**src/rtl/alu_cmd_sequencer.sv**
```systemverilog
// alu_cmd_sequencer
// Sequential front end for a 32-bit combinational ALU. Commands arrive over a
// valid/ready handshake. The sequencer drives the ALU operand/opcode inputs
// and captures the ALU result and status {o,c,n,z}. It returns them over a
// valid/ready response channel. ADD64/SUB64 are built from two chained ALU
// passes, with the low-pass carry feeding the high-pass carry-in.
//
// Ports:
//   clk, rst_n                     clock, async active-low reset
//   cmd_valid/cmd_ready            command handshake
//   cmd_op, cmd_a, cmd_b           opcode (0-9 legal) and 64-bit operands
//   alu_a/alu_b/alu_opcode/
//   alu_sub/alu_cin                registered drive into the ALU
//   alu_result, alu_status         combinational ALU outputs {o,c,n,z}
//   rsp_valid/rsp_ready            response handshake
//   rsp_data, rsp_flags, rsp_err   captured result, flags, illegal-op marker
//   op_count                       saturating count of delivered responses
module alu_cmd_sequencer #(
  parameter int CNT_W = 16
) (
  input  logic             clk,
  input  logic             rst_n,
  input  logic             cmd_valid,
  output logic             cmd_ready,
  input  logic [3:0]       cmd_op,
  input  logic [63:0]      cmd_a,
  input  logic [63:0]      cmd_b,
  output logic [31:0]      alu_a,
  output logic [31:0]      alu_b,
  output logic [2:0]       alu_opcode,
  output logic             alu_sub,
  output logic             alu_cin,
  input  logic [31:0]      alu_result,
  input  logic [3:0]       alu_status,
  output logic             rsp_valid,
  input  logic             rsp_ready,
  output logic [63:0]      rsp_data,
  output logic [3:0]       rsp_flags,
  output logic             rsp_err,
  output logic [CNT_W-1:0] op_count
);

  typedef enum logic [2:0] {
    S_IDLE    = 3'd0,
    S_EXEC    = 3'd1,
    S_EXEC_LO = 3'd2,
    S_EXEC_HI = 3'd3,
    S_RESP    = 3'd4
  } state_t;

  state_t             state_q, state_d;
  logic [3:0]         op_q, op_d;
  logic [63:0]        a_q, a_d, b_q, b_d;
  logic [31:0]        lo_q, lo_d;
  logic               carry_q, carry_d, zlo_q, zlo_d;
  logic [63:0]        rsp_data_q, rsp_data_d;
  logic [3:0]         rsp_flags_q, rsp_flags_d;
  logic               rsp_err_q, rsp_err_d;
  logic               rsp_valid_q, rsp_valid_d;
  logic               cmd_ready_q, cmd_ready_d;
  logic [CNT_W-1:0]   op_count_q, op_count_d;
  logic [31:0]        alu_a_q, alu_a_d, alu_b_q, alu_b_d;
  logic [2:0]         alu_opcode_q, alu_opcode_d;
  logic               alu_sub_q, alu_sub_d, alu_cin_q, alu_cin_d;

  // Next-state, capture and ALU-drive computation.
  // The ALU drive is registered, so it is derived from the *next* state and
  // next operands. It is then valid for the whole cycle the ALU is evaluated in.
  always_comb begin
    state_d     = state_q;
    op_d        = op_q;
    a_d         = a_q;
    b_d         = b_q;
    lo_d        = lo_q;
    carry_d     = carry_q;
    zlo_d       = zlo_q;
    rsp_data_d  = rsp_data_q;
    rsp_flags_d = rsp_flags_q;
    rsp_err_d   = rsp_err_q;
    op_count_d  = op_count_q;

    case (state_q)
      S_IDLE: begin
        if (cmd_valid) begin
          op_d = cmd_op;
          a_d  = cmd_a;
          b_d  = cmd_b;
          if (cmd_op <= 4'd7) begin
            state_d = S_EXEC;
          end else if (cmd_op <= 4'd9) begin
            state_d = S_EXEC_LO;
          end else begin
            state_d     = S_RESP;
            rsp_data_d  = 64'd0;
            rsp_flags_d = 4'd0;
            rsp_err_d   = 1'b1;
          end
        end else begin
          state_d = S_IDLE;
        end
      end
      S_EXEC: begin
        rsp_data_d  = {32'd0, alu_result};
        rsp_flags_d = alu_status;
        rsp_err_d   = 1'b0;
        state_d     = S_RESP;
      end
      S_EXEC_LO: begin
        lo_d    = alu_result;
        carry_d = alu_status[2];
        zlo_d   = alu_status[0];
        state_d = S_EXEC_HI;
      end
      S_EXEC_HI: begin
        rsp_data_d  = {alu_result, lo_q};
        // 64-bit zero needs both halves zero; o/c/n come from the high pass.
        rsp_flags_d = {alu_status[3], alu_status[2], alu_status[1], alu_status[0] & zlo_q};
        rsp_err_d   = 1'b0;
        state_d     = S_RESP;
      end
      S_RESP: begin
        if (rsp_ready) begin
          state_d = S_IDLE;
          if (op_count_q != {CNT_W{1'b1}}) begin
            op_count_d = op_count_q + {{(CNT_W-1){1'b0}}, 1'b1};
          end else begin
            op_count_d = op_count_q;
          end
        end else begin
          state_d = S_RESP;
        end
      end
      default: begin
        state_d = S_IDLE;
      end
    endcase

    alu_a_d      = 32'd0;
    alu_b_d      = 32'd0;
    alu_opcode_d = 3'b111;
    alu_sub_d    = 1'b0;
    alu_cin_d    = 1'b0;
    case (state_d)
      S_EXEC: begin
        alu_a_d = a_d[31:0];
        alu_b_d = b_d[31:0];
        if (op_d == 4'd7) begin
          alu_opcode_d = 3'b000;
          alu_sub_d    = 1'b1;
        end else begin
          alu_opcode_d = op_d[2:0];
          alu_sub_d    = 1'b0;
        end
      end
      S_EXEC_LO: begin
        alu_a_d      = a_d[31:0];
        alu_opcode_d = 3'b000;
        // SUB64 is A + ~B + 1; the +1 enters on the low pass only.
        if (op_d == 4'd9) begin
          alu_b_d   = ~b_d[31:0];
          alu_cin_d = 1'b1;
        end else begin
          alu_b_d   = b_d[31:0];
          alu_cin_d = 1'b0;
        end
      end
      S_EXEC_HI: begin
        alu_a_d      = a_d[63:32];
        alu_opcode_d = 3'b000;
        alu_cin_d    = carry_d;
        if (op_d == 4'd9) begin
          alu_b_d = ~b_d[63:32];
        end else begin
          alu_b_d = b_d[63:32];
        end
      end
      default: begin
        alu_opcode_d = 3'b111;
      end
    endcase

    cmd_ready_d = (state_d == S_IDLE);
    rsp_valid_d = (state_d == S_RESP);
  end

  // State, operand, capture and output registers.
  always_ff @(posedge clk or negedge rst_n) begin
    if (!rst_n) begin
      state_q      <= S_IDLE;
      op_q         <= 4'd0;
      a_q          <= 64'd0;
      b_q          <= 64'd0;
      lo_q         <= 32'd0;
      carry_q      <= 1'b0;
      zlo_q        <= 1'b0;
      rsp_data_q   <= 64'd0;
      rsp_flags_q  <= 4'd0;
      rsp_err_q    <= 1'b0;
      rsp_valid_q  <= 1'b0;
      cmd_ready_q  <= 1'b1;
      op_count_q   <= {CNT_W{1'b0}};
      alu_a_q      <= 32'd0;
      alu_b_q      <= 32'd0;
      alu_opcode_q <= 3'b111;
      alu_sub_q    <= 1'b0;
      alu_cin_q    <= 1'b0;
    end else begin
      state_q      <= state_d;
      op_q         <= op_d;
      a_q          <= a_d;
      b_q          <= b_d;
      lo_q         <= lo_d;
      carry_q      <= carry_d;
      zlo_q        <= zlo_d;
      rsp_data_q   <= rsp_data_d;
      rsp_flags_q  <= rsp_flags_d;
      rsp_err_q    <= rsp_err_d;
      rsp_valid_q  <= rsp_valid_d;
      cmd_ready_q  <= cmd_ready_d;
      op_count_q   <= op_count_d;
      alu_a_q      <= alu_a_d;
      alu_b_q      <= alu_b_d;
      alu_opcode_q <= alu_opcode_d;
      alu_sub_q    <= alu_sub_d;
      alu_cin_q    <= alu_cin_d;
    end
  end

  assign cmd_ready  = cmd_ready_q;
  assign rsp_valid  = rsp_valid_q;
  assign rsp_data   = rsp_data_q;
  assign rsp_flags  = rsp_flags_q;
  assign rsp_err    = rsp_err_q;
  assign op_count   = op_count_q;
  assign alu_a      = alu_a_q;
  assign alu_b      = alu_b_q;
  assign alu_opcode = alu_opcode_q;
  assign alu_sub    = alu_sub_q;
  assign alu_cin    = alu_cin_q;

endmodule

```
**config.mk**
```make
export PLATFORM = sky130hd
export DESIGN_NAME = alu_cmd_sequencer
export DESIGN_NICKNAME = d
export VERILOG_FILES = /design/src/rtl/alu_cmd_sequencer.sv
export SDC_FILE = /design/constraint.sdc
export NUM_CORES = 1
export LEC_CHECK = 0
export ABC_AREA = 1
export BUFFER_PORTS_ARGS = -buffer_cell sky130_fd_sc_hd__buf_4
export CORE_UTILIZATION = 39
export CTS_CLUSTER_DIAMETER = 80
export CTS_CLUSTER_SIZE = 10
export DETAILED_ROUTE_END_ITERATION = 8
export PLACE_DENSITY_LB_ADDON = 0.08
export RECOVER_POWER = 50
export SLEW_MARGIN = 20
export SYNTH_ARGS = -nofsm -noshare
export SYNTH_HDL_FRONTEND = slang
export SYNTH_SLANG_ARGS = --single-unit
```
**constraint.sdc**
```tcl
create_clock -name clk -period 1.6 [get_ports clk]
set_input_delay 0.08 -clock clk [delete_from_list [all_inputs] [get_ports clk]]
set_output_delay 0.08 -clock clk [all_outputs]
set_load 0.01 [all_outputs]
```
## After elaboration in Yosys (flattened, before gate mapping)

Cells that the tools add are included.

- Add/sub/neg operators: 1
- $lt $le $gt $ge: 2
- Equality and inequality tests: 14
- Muxes and demuxes: 34
- Bitwise operators: 3
- Reduce and logical (&&, ||, !) cells: 10

Operator list:

| operator | count |
|---|---|
| $mux W64 | 7 |
| $pmux W64 S3 | 1 |
| $pmux W32 S3 | 1 |
| $mux W32 | 2 |
| $not A32 Y32 | 2 |
| $pmux W32 S2 | 1 |
| $mux W4 | 5 |
| $add A16 B1 Y16 const B | 1 |
| $ne A16 B16 Y1 const B | 1 |
| $mux W3 | 5 |
| $eq A3 B2 Y1 const B | 4 |
| $pmux W3 S4 | 1 |
| $pmux W4 S3 | 1 |
| $reduce_and A4 Y1 | 2 |
| $mux W1 | 7 |
| $eq A3 B1 Y1 const B | 2 |
| $eq A3 B3 Y1 const B | 2 |
| $logic_not A3 Y1 | 2 |
| $ne A2 B2 Y1 const B | 3 |
| $pmux W3 S2 | 1 |
| $reduce_or A2 Y1 | 3 |
| $eq A4 B3 Y1 const B | 1 |
| $eq A4 B4 Y1 const B | 1 |
| $le A4 B3 Y1 const B | 1 |
| 6 further kinds | 7 |

- Register bits after elaboration: 325
- Bits of input ports: 172
- Output and inout port bits: 156
- Word-level logic and storage cells: 82

## Depth between registers and ports, before layout

Gate-level depths: netlist (run 1).

- Depth in word-level cells: 8
- Depth in mapped cells: 12
- Mapped depth without buffers: 10

## Worst setup path before layout (run 1)

No wires, ideal clock.

- Path type: register to register
- Start point: register op_count_q[0] (netlist: op_count[0])
- End point: register op_count_q[4] (netlist: op_count[4])
- Library setup time: 0.128 ns
- Arrival time: 1.581 ns
- Data required time: 1.472 ns
- Setup slack: -0.108 ns
- Stages on the path, launching flop included: 9
- Buffers on the path: 1
- Period minus slack after synthesis: 1.708 ns
- Path through: dfrtp_1 > ha_1 > nand3_1 > nor2_1 > nand3_1 > nand2_1 > buf_2 > nor2_1 > xor2_1

- Word-level cells in the longest chain between the ends: 2
- Elaborated cells between the ends (all ways): 3
- Those cells by class: add/sub: 1; eq/ne: 1; reduce/logical: 1

Ends and longest elaborated chain:

| what | line | source |
|---|---|---|
| from (decl) | 61 | `logic [CNT_W-1:0] op_count_q, op_count_d;` |
| from (signal assigned) | 201 | `op_count_q <= {CNT_W{1'b0}};` |
| from (signal assigned) | 220 | `op_count_q <= op_count_d;` |
| parallel branches: the longest is 2 deep, another holds $add A16 B1 Y16 | n/a |  |

Several ways; the timed one is not identified.
A chain may end at the register's enable or synchronous reset.

## Worst setup path in the final report (run 1)

- Start point: register state_q[0]
- End point: register alu_b_q[27] (netlist: alu_b[27])

- Word-level cells in the longest chain between the ends: 5
- Elaborated cells between the ends (all ways): 18
- Those cells by class: eq/ne: 8; mux: 6; bitwise: 2; reduce/logical: 2

Ends and longest elaborated chain:

| what | line | source |
|---|---|---|
| from (decl) | 51 | `state_t state_q, state_d;` |
| from (signal assigned) | 208 | `state_q <= state_d;` |
| $logic_not A3 Y1 * | 82 | `case (state_q)` |
| $mux W4 * | 82 |  |
| via op_d[2] | 52 | `logic [3:0] op_q, op_d;` |
| $eq A4 B4 Y1 * | 159, 171 |  |
| $mux W32, on equally long branches | 171, 159 |  |
| $pmux W32 S3 * | 143 | `case (state_d)` |
| via alu_b_d[27] | 62 | `logic [31:0] alu_a_q, alu_a_d, alu_b_q, alu_b_d;` |
| to (signal assigned) | 222 | `alu_b_q <= alu_b_d;` |
| to (decl) | 62 |  |

The timed path passes the listed nets; every way through them passes the cells marked *.

==> impl_metrics.xml, run 1 <==
<?xml version="1.0" encoding="UTF-8"?>
<metrics>
  <group name="run_status">
    <metric name="result_of_the_run" unit="">finished with violations</metric>
    <metric name="violations_in_the_final_reports" unit="">setup timing</metric>
  </group>
  <group name="floorplanning">
    <metric name="die_area" unit="um^2">35600</metric>
    <metric name="floorplan.rows" unit="">67</metric>
    <metric name="num_io_pins" unit="">328</metric>
    <metric name="die_h" unit="um">189</metric>
    <metric name="floorplan.core_area" unit="um^2">33900</metric>
    <metric name="start_util" unit="%">40.1</metric>
    <metric name="die_width" unit="um">189</metric>
  </group>
  <group name="detailed_routing">
    <metric name="drt-wirelength-per-cell" unit="um">16.5</metric>
    <metric name="drt_pre_antenna_iters" unit="">5</metric>
    <metric name="length_of_routed_met2_wiring" unit="um">20600</metric>
    <metric name="postRouteAntennaNets" unit="">0</metric>
    <metric name="post_drt_via_cell_ratio" unit="">4.86</metric>
    <metric name="drt-total-wl" unit="um">42900</metric>
    <metric name="first_iter_violations" unit="">666</metric>
    <metric name="met3WireLength" unit="um">2830</metric>
    <metric name="remaining_drc_errors" unit="">0</metric>
    <metric name="route.top_layer_used" unit="">met4</metric>
    <metric name="num_vias" unit="">12600</metric>
    <metric name="wl_met1" unit="um">18200</metric>
  </group>
  <group name="setup_path">
    <metric name="cp_data_required_time" unit="ns">1.97</metric>
    <metric name="timing.rr.end" unit="">alu_b[27]</metric>
    <metric name="timing.critical_path.to_type" unit="">flop</metric>
    <metric name="rrSetupSlack" unit="ns">-0.20</metric>
    <metric name="r2r.worst_path.cells" unit="">11</metric>
    <metric name="worst_setup_startpoint" unit="">state_q[0]</metric>
    <metric name="regToRegStartpoint" unit="">state_q[0]</metric>
    <metric name="critical_path.cell_chain" unit="">nor2_4, nand2_4, nand2_2, nand2_2, nor2_4, buf_6, buf_6, buf_12, nand3_1, nand3_1, nand3_1</metric>
    <metric name="critical-path-slowest-cell" unit="">dfrtp_1</metric>
    <metric name="worstPathArrival" unit="ns">2.17</metric>
    <metric name="cp_common_cell" unit="">nand3_1</metric>
    <metric name="critical_path.max_fanout" unit="">8</metric>
    <metric name="critPathKind" unit="">flop to flop</metric>
    <metric name="crit_path_max_incr_delay" unit="ns">0.41</metric>
    <metric name="critPathLaunchType" unit="">flop</metric>
    <metric name="cp-endpoint" unit="">alu_b[27]</metric>
  </group>
  <group name="synth">
    <metric name="synth-seq-cells" unit="">324</metric>
    <metric name="synth_cell_type_count" unit="">30</metric>
    <metric name="netlist_area" unit="um^2">13600</metric>
    <metric name="most_frequent_cell_after_synthesis" unit="">nand2_1</metric>
    <metric name="synth.yosys.warnings" unit="">0</metric>
    <metric name="post_synth_most_frequent_cells" unit="">nand2_1, dfrtp_1, nand3_1</metric>
    <metric name="synth_enable_flop_cells" unit="">0</metric>
    <metric name="async_s_r_ff_share_synth" unit="%">100</metric>
    <metric name="postSynthAreaPerCell" unit="um^2">8.69</metric>
    <metric name="synthesis.nets" unit="">1737</metric>
    <metric name="top_flip_flop_cell_by_instance_count_after_synthesis" unit="">dfrtp_1</metric>
    <metric name="syn_inst" unit="">1564</metric>
    <metric name="synth-seq-area-share" unit="%">59.7</metric>
    <metric name="synth.area.top_cells" unit="">dfrtp_1, nand2_1, nand3_1</metric>
    <metric name="synth_top_area_share" unit="%">58.9</metric>
    <metric name="synth_top_cell_by_area" unit="">dfrtp_1</metric>
  </group>
  <group name="sta">
    <metric name="timing_hold_violations_final" unit="">0</metric>
    <metric name="timing.fmax" unit="MHz">556</metric>
    <metric name="fin_crit_sh" unit="%">112</metric>
    <metric name="relSlewSlack" unit="%">6.89</metric>
    <metric name="timing.final.setup_violations" unit="">74</metric>
    <metric name="drv_slew" unit="">0</metric>
    <metric name="grt_setup_unrepaired" unit="">true</metric>
    <metric name="final.hold.worst_slack" unit="ns">0.0111</metric>
    <metric name="finalWorstSetupSlack" unit="ns">-0.199</metric>
    <metric name="finalClockSkew" unit="ns">0.0135</metric>
    <metric name="finalWorstPathRequiredPeriod" unit="ns">1.80</metric>
    <metric name="tightest_slew" unit="ns">1.40</metric>
  </group>
  <group name="layout">
    <metric name="syn_to_final_growth" unit="%">53.6</metric>
    <metric name="final_layout_size_suffix_gt1_share" unit="%">27.6</metric>
    <metric name="finish.net_count" unit="">2320</metric>
  </group>
  <group name="clock_tree">
    <metric name="clock_latency" unit="ns">0.51</metric>
    <metric name="clk_buf_depth" unit="">3</metric>
    <metric name="cts_root_buf" unit="">clkbuf_16</metric>
    <metric name="ctsHtreeMaxLevel" unit="">2</metric>
    <metric name="clkSlewWorstSetupHoldPaths" unit="ns">0.06</metric>
    <metric name="tritoncts_buffers" unit="">38</metric>
    <metric name="tritoncts_clock_tree" unit="">built</metric>
    <metric name="clock_sinks" unit="">324</metric>
  </group>
  <group name="flow_run">
    <metric name="maxCapViolCount" unit="">0</metric>
  </group>
  <group name="power_and_ir_drop">
    <metric name="vdd.ir_drop.worst" unit="uV">870</metric>
    <metric name="report.power.total" unit="uW">35700</metric>
    <metric name="power.density" unit="nW/um^2">1710</metric>
    <metric name="power_leakage" unit="uW">0.0111</metric>
  </group>
  <group name="global_routing">
    <metric name="globalRoute.totalOverflow" unit="">0</metric>
    <metric name="antenna_found_initial" unit="">1</metric>
    <metric name="pin_count_of_the_biggest_net_entering_global_routing" unit="">53</metric>
    <metric name="grt_util_all_layers" unit="%">24.2</metric>
    <metric name="grt_first_pass_wirelength" unit="um">68500</metric>
    <metric name="first_global_vias" unit="">13000</metric>
  </group>
  <group name="place">
    <metric name="gpl.final_weighted_congestion" unit="">0.797</metric>
    <metric name="hpwl" unit="um">26200</metric>
    <metric name="placement.io_buffers" unit="">327</metric>
    <metric name="pre_cts_slack" unit="ns">-0.160</metric>
  </group>
  <group name="worst_hold_path">
    <metric name="worstHoldPathCells" unit="">5</metric>
    <metric name="worstHoldPathType" unit="">primary input to flop</metric>
  </group>
</metrics>
## sequential cells by signal, summed over array words and instances (netlist names), 3 cells and up
register and count:
op_count 16, alu_opcode 3, b_q 64, rsp_data 64, a_q 64, rsp_flags 4
alu_b 32, alu_a 32, state_q 3, op_q 4, lo_q 32
## worst max-delay path, delay by kind of cell, from the launching register on
kind	cells	cell delay, ns
buffers and inverters	3	0.37
and+or+nand+nor	8	0.88
DFF	1	0.41
## power by group
group,switching [uW],total [uW],internal (uW)
registers,1240,12600,11300
clock network,3140,7500,4360
logic,8630,15600,6960
## timing repair
item | 4_1_cts | 5_1_grt
hold endpoints to repair | 617 | 0
pin swaps | 16 | 20
hold buffers | 168 | 0
cloned | 11 | 2
buffers inserted | 19 | 5
setup endpoints to repair | 119 | 197
resized for setup | 46 | 72
## cell usage in the layout (no fill, tap or decap), drive strengths merged
master,instances
nand2,666
buf,452
dfrtp,320
nand3,176
dlygate4sd3,168
inv,123
o21ai,69
clkbuf,56
a22o,34
a22oi,32
nor2,22
xor2,7
nand4,6
xnor2,6
nor3,6
dfstp,4
bufbuf,2
clkinv,2
diode,1
o22ai,1
or2,1
o211ai,1
ha,1
## layout make-up
cell class | instances | area (um^2)
fillers | 2888 | 13000
flip-flops and latches | 324 | 8110
repair buffers | 632 | 5760
multi-input cells | 1028 | 4940
clock buffers | 46 | 1000
well taps | 448 | 561
inverters | 123 | 469
clock inverters | 2 | 17.5
diodes | 1 | 2.50
## logic make-up after synthesis
logic type | synth area share (%)
adder cells (fa/ha/maj) | 0.0921
AO/OA/AOI/OAI | 6.60
XOR/XNOR | 0.838
AND/OR/NAND/NOR | 26.2
flip-flops | 59.7
buffers and inverters | 6.52
## layer usage
layer / global-route usage [%] / up-vias
met5: 0 / -
met4: 8.16 / 0
met3: 5.38 / 92
met2: 40.0 / 396
met1: 31.2 / 6042
li1: - / 6115
## worst min-delay path by stage
stage / endpoint / slack (ns) / startpoint
after floorplan: a_q[0] / -0.22 / rst_n
after global placement: alu_a[8] / 0.03 / rst_n
after detailed placement: alu_a[8] / 0.02 / rst_n
after CTS: b_q[25] / 0.004 / cmd_b[25]
after global routing: b_q[25] / 0.02 / cmd_b[25]
final: rsp_err / 0.01 / cmd_op[3]
## stage by stage
stage	utilization (%)	setup TNS, ns	std cells	area [um^2]
floorplan	-	-0.101	1564	13600
global placement	51.2	-3.30	2354	17300
detailed placement	51.2	-6.71	2354	17300
CTS	60.9	-6.89	2599	20600
global route	61.6	-24.78	2604	20900
finish	61.6	-7.49	2604	20900
No activity file was read; power rests on OpenSTA's default activity.
==> run 2: changes to the inputs <==
Settings changed: CELL_PAD_IN_SITES_DETAIL_PLACEMENT set to 2, CELL_PAD_IN_SITES_GLOBAL_PLACEMENT set to 2, CORE_UTILIZATION 39 to 28, RECOVER_POWER 50 to 25.
==> run 2 against run 1 <==
  * The run still ends with setup timing left
  * Register-to-register slack improved by 0.02 ns
  * Worst hold slack better by 0.14 ns
  * Utilization decreased by 19 points
  * Routed wire length increased by 24%
  * Global-route usage shrank 2.6 points
  * Count of clock-buffer cells in the layout is 5 higher
  * Setup slack better by 0.016 ns
  * Clock skew is 0.0035 ns higher
==> impl_metrics.xml, run 2 (same netlist as run 1, synthesis figures left out) <==
<?xml version="1.0" encoding="UTF-8"?>
<metrics>
  <group name="layout">
    <metric name="layoutNonFillerInstCount" unit="">2754</metric>
    <metric name="mostFrequentLayoutCells" unit="">nand2_1, buf_4, dfrtp_1</metric>
    <metric name="finish.net_count" unit="">2295</metric>
    <metric name="final_util" unit="%">42.8</metric>
    <metric name="layout.cells.most_common" unit="">nand2_1</metric>
    <metric name="finish.instance_area" unit="um^2">20500</metric>
    <metric name="syn_to_final_growth" unit="%">50.7</metric>
    <metric name="final_layout_size_suffix_gt1_share" unit="%">22.2</metric>
  </group>
  <group name="setup_path">
    <metric name="critPathLaunchType" unit="">flop</metric>
    <metric name="critical_path.cell_chain" unit="">nor2_4, buf_4, nand3_1, nand2_2, nor2_4, buf_12, nand2_8, buf_12, nand2_1, nand3_1, nand3_1</metric>
    <metric name="cp_common_cell" unit="">nand3_1</metric>
    <metric name="rrSetupSlack" unit="ns">-0.18</metric>
    <metric name="worst_setup_startpoint" unit="">state_q[2]</metric>
    <metric name="critical_path.max_fanout" unit="">21</metric>
    <metric name="r2r.worst_path.cells" unit="">11</metric>
    <metric name="worstPathArrival" unit="ns">2.21</metric>
    <metric name="crit_family" unit="">simple AND/OR/NAND/NOR gates</metric>
    <metric name="timing.critical_path.to_type" unit="">flop</metric>
    <metric name="cp-endpoint" unit="">alu_b[6]</metric>
    <metric name="regToRegStartpoint" unit="">state_q[2]</metric>
    <metric name="worstPathBufferInverterCount" unit="">3</metric>
    <metric name="crit_path_max_incr_delay" unit="ns">0.40</metric>
    <metric name="critical-path-slowest-cell" unit="">dfrtp_1</metric>
    <metric name="worstSetupPathDepth" unit="">11</metric>
    <metric name="critPathKind" unit="">flop to flop</metric>
    <metric name="timing.rr.end" unit="">alu_b[6]</metric>
    <metric name="cp_data_required_time" unit="ns">2.03</metric>
  </group>
  <group name="worst_hold_path">
    <metric name="worstHoldPathType" unit="">primary input to flop</metric>
  </group>
  <group name="clock_tree">
    <metric name="clkSlewWorstSetupHoldPaths" unit="ns">0.06</metric>
    <metric name="clock_latency" unit="ns">0.55</metric>
    <metric name="tritoncts_buffers" unit="">38</metric>
    <metric name="clk_buf_depth" unit="">3</metric>
    <metric name="clock_sinks" unit="">324</metric>
    <metric name="tritoncts_clock_tree" unit="">built</metric>
    <metric name="cts_root_buf" unit="">clkbuf_16</metric>
    <metric name="ctsHtreeMaxLevel" unit="">2</metric>
  </group>
  <group name="sta">
    <metric name="finalWorstPathRequiredPeriod" unit="ns">1.78</metric>
    <metric name="final.hold.worst_slack" unit="ns">0.151</metric>
    <metric name="drv_slew" unit="">0</metric>
    <metric name="timing.fmax" unit="MHz">561</metric>
    <metric name="relSlewSlack" unit="%">57.5</metric>
    <metric name="finalClockSkew" unit="ns">0.0169</metric>
    <metric name="timing.final.setup_violations" unit="">93</metric>
    <metric name="fin_crit_sh" unit="%">111</metric>
    <metric name="timing_hold_violations_final" unit="">0</metric>
    <metric name="finalWorstSetupSlack" unit="ns">-0.183</metric>
    <metric name="tightest_slew" unit="ns">0.638</metric>
    <metric name="grt_setup_unrepaired" unit="">true</metric>
  </group>
  <group name="detailed_routing">
    <metric name="drt-wirelength-per-cell" unit="um">19.4</metric>
    <metric name="drt-total-wl" unit="um">53300</metric>
    <metric name="remaining_drc_errors" unit="">0</metric>
    <metric name="first_iter_violations" unit="">525</metric>
    <metric name="drt_pre_antenna_iters" unit="">4</metric>
    <metric name="post_drt_via_cell_ratio" unit="">4.68</metric>
    <metric name="postRouteAntennaNets" unit="">0</metric>
    <metric name="num_vias" unit="">12900</metric>
  </group>
  <group name="floorplanning">
    <metric name="die_width" unit="um">222</metric>
    <metric name="start_util" unit="%">28.4</metric>
    <metric name="die_h" unit="um">222</metric>
    <metric name="floorplan.core_area" unit="um^2">47800</metric>
    <metric name="num_io_pins" unit="">328</metric>
    <metric name="floorplan.rows" unit="">80</metric>
    <metric name="die_area" unit="um^2">49400</metric>
  </group>
  <group name="power_and_ir_drop">
    <metric name="vdd.ir_drop.worst" unit="uV">761</metric>
    <metric name="report.power.total" unit="uW">35500</metric>
    <metric name="power_leakage" unit="uW">0.0107</metric>
    <metric name="power.density" unit="nW/um^2">1730</metric>
  </group>
  <group name="place">
    <metric name="placedInstanceArea" unit="um^2">17500</metric>
    <metric name="placement.io_buffers" unit="">327</metric>
    <metric name="placed_cells" unit="">2508</metric>
    <metric name="hpwl" unit="um">33900</metric>
    <metric name="gpl.final_weighted_congestion" unit="">0.765</metric>
  </group>
  <group name="global_routing">
    <metric name="first_global_vias" unit="">14600</metric>
    <metric name="globalRoute.totalOverflow" unit="">0</metric>
    <metric name="grt_util_all_layers" unit="%">21.6</metric>
    <metric name="grt_first_pass_wirelength" unit="um">83800</metric>
    <metric name="pin_count_of_the_biggest_net_entering_global_routing" unit="">66</metric>
    <metric name="antenna_found_initial" unit="">7</metric>
  </group>
  <group name="flow_run">
    <metric name="maxCapViolCount" unit="">0</metric>
  </group>
  <group name="run_status">
    <metric name="violations_in_the_final_reports" unit="">setup timing</metric>
    <metric name="result_of_the_run" unit="">finished with violations</metric>
  </group>
</metrics>
-- run 2: cell count changes in the layout (fill, tap and decap cells not counted), moves of 12 or more --
cell      delta
buf_4       -47
nand3_1     +30
nand2_1     +22
nand2_2     -18
nand3_2     -29
clkbuf_1    +42
buf_6       -12
-- run 2: worst register-to-register path, delay by kind of cell (launching register included) --
| family | cells | cell delay, ns |
|---|---|---|
| buffers and inverters | 3 | 0.44 |
| and+or+nand+nor | 8 | 0.82 |
| DFF | 1 | 0.40 |
-- run 2: timing repair --
action / in CTS / in global routing
cloned: 3 / 4
gates resized for setup: 24 / 15
setup buffers: 8 / 2
endpoints found under the setup margin: 153 / 229
hold buffers: 172 / 0
endpoints found under the hold margin: 616 / 0
pin swaps: 7 / 3
-- run 2: layer usage --
metal / vias to the layer above / share of wire [%] / GRT usage [%]
met5: - / 0.066 / 0
met1: 6530 / 43 / 26.3
met2: 214 / 51 / 38.6
li1: 6061 / - / -
met4: 6 / 2.1 / 6.21
met3: 70 / 3.9 / 3.86
-- run 2: area by class of cell --
| cell class | count | area (um^2) |
|---|---|---|
| antenna | 4 | 10.0 |
| clock buffer | 51 | 1000 |
| clock inverter | 2 | 46.3 |
| fill | 5252 | 27400 |
| inverter | 123 | 472 |
| multi-input combinational | 1028 | 4700 |
| sequential | 324 | 8120 |
| tap | 615 | 769 |
| timing repair buffer | 607 | 5360 |
-- run 2: through the flow --
step / setup TNS (ns) / setup slack (ns)
after global routing: -25.67 / -0.302
after CTS: -8.74 / -0.177
after floorplan: -0.101 / -0.0129
after detailed placement: -13.95 / -0.208
after global placement: -7.56 / -0.167
final: -6.55 / -0.183
-- run 2: how the worst min path moves through the flow --
stage                          from         end  slack [ns]  cells after the start
after detailed placement      rst_n     a_q[38]      -0.009                      1
after floorplan               rst_n      a_q[0]       -0.22                      0
after global placement        rst_n     a_q[38]       -0.01                      1
after global routing      cmd_valid  state_q[1]        0.17                      6
final                     cmd_valid  state_q[1]        0.15                      6
after CTS                 cmd_valid  state_q[1]        0.05                      6
-- run 2: report_power, final --
part / total (uW) / switching [uW] / leakage [uW] / internal [uW]
clock: 7890 / 3410 / 0.000505 / 4480
combinational: 14900 / 8760 / 0.00605 / 6150
sequential: 12700 / 1330 / 0.00414 / 11300
total: 35500 / 13500 / 0.0107 / 22000
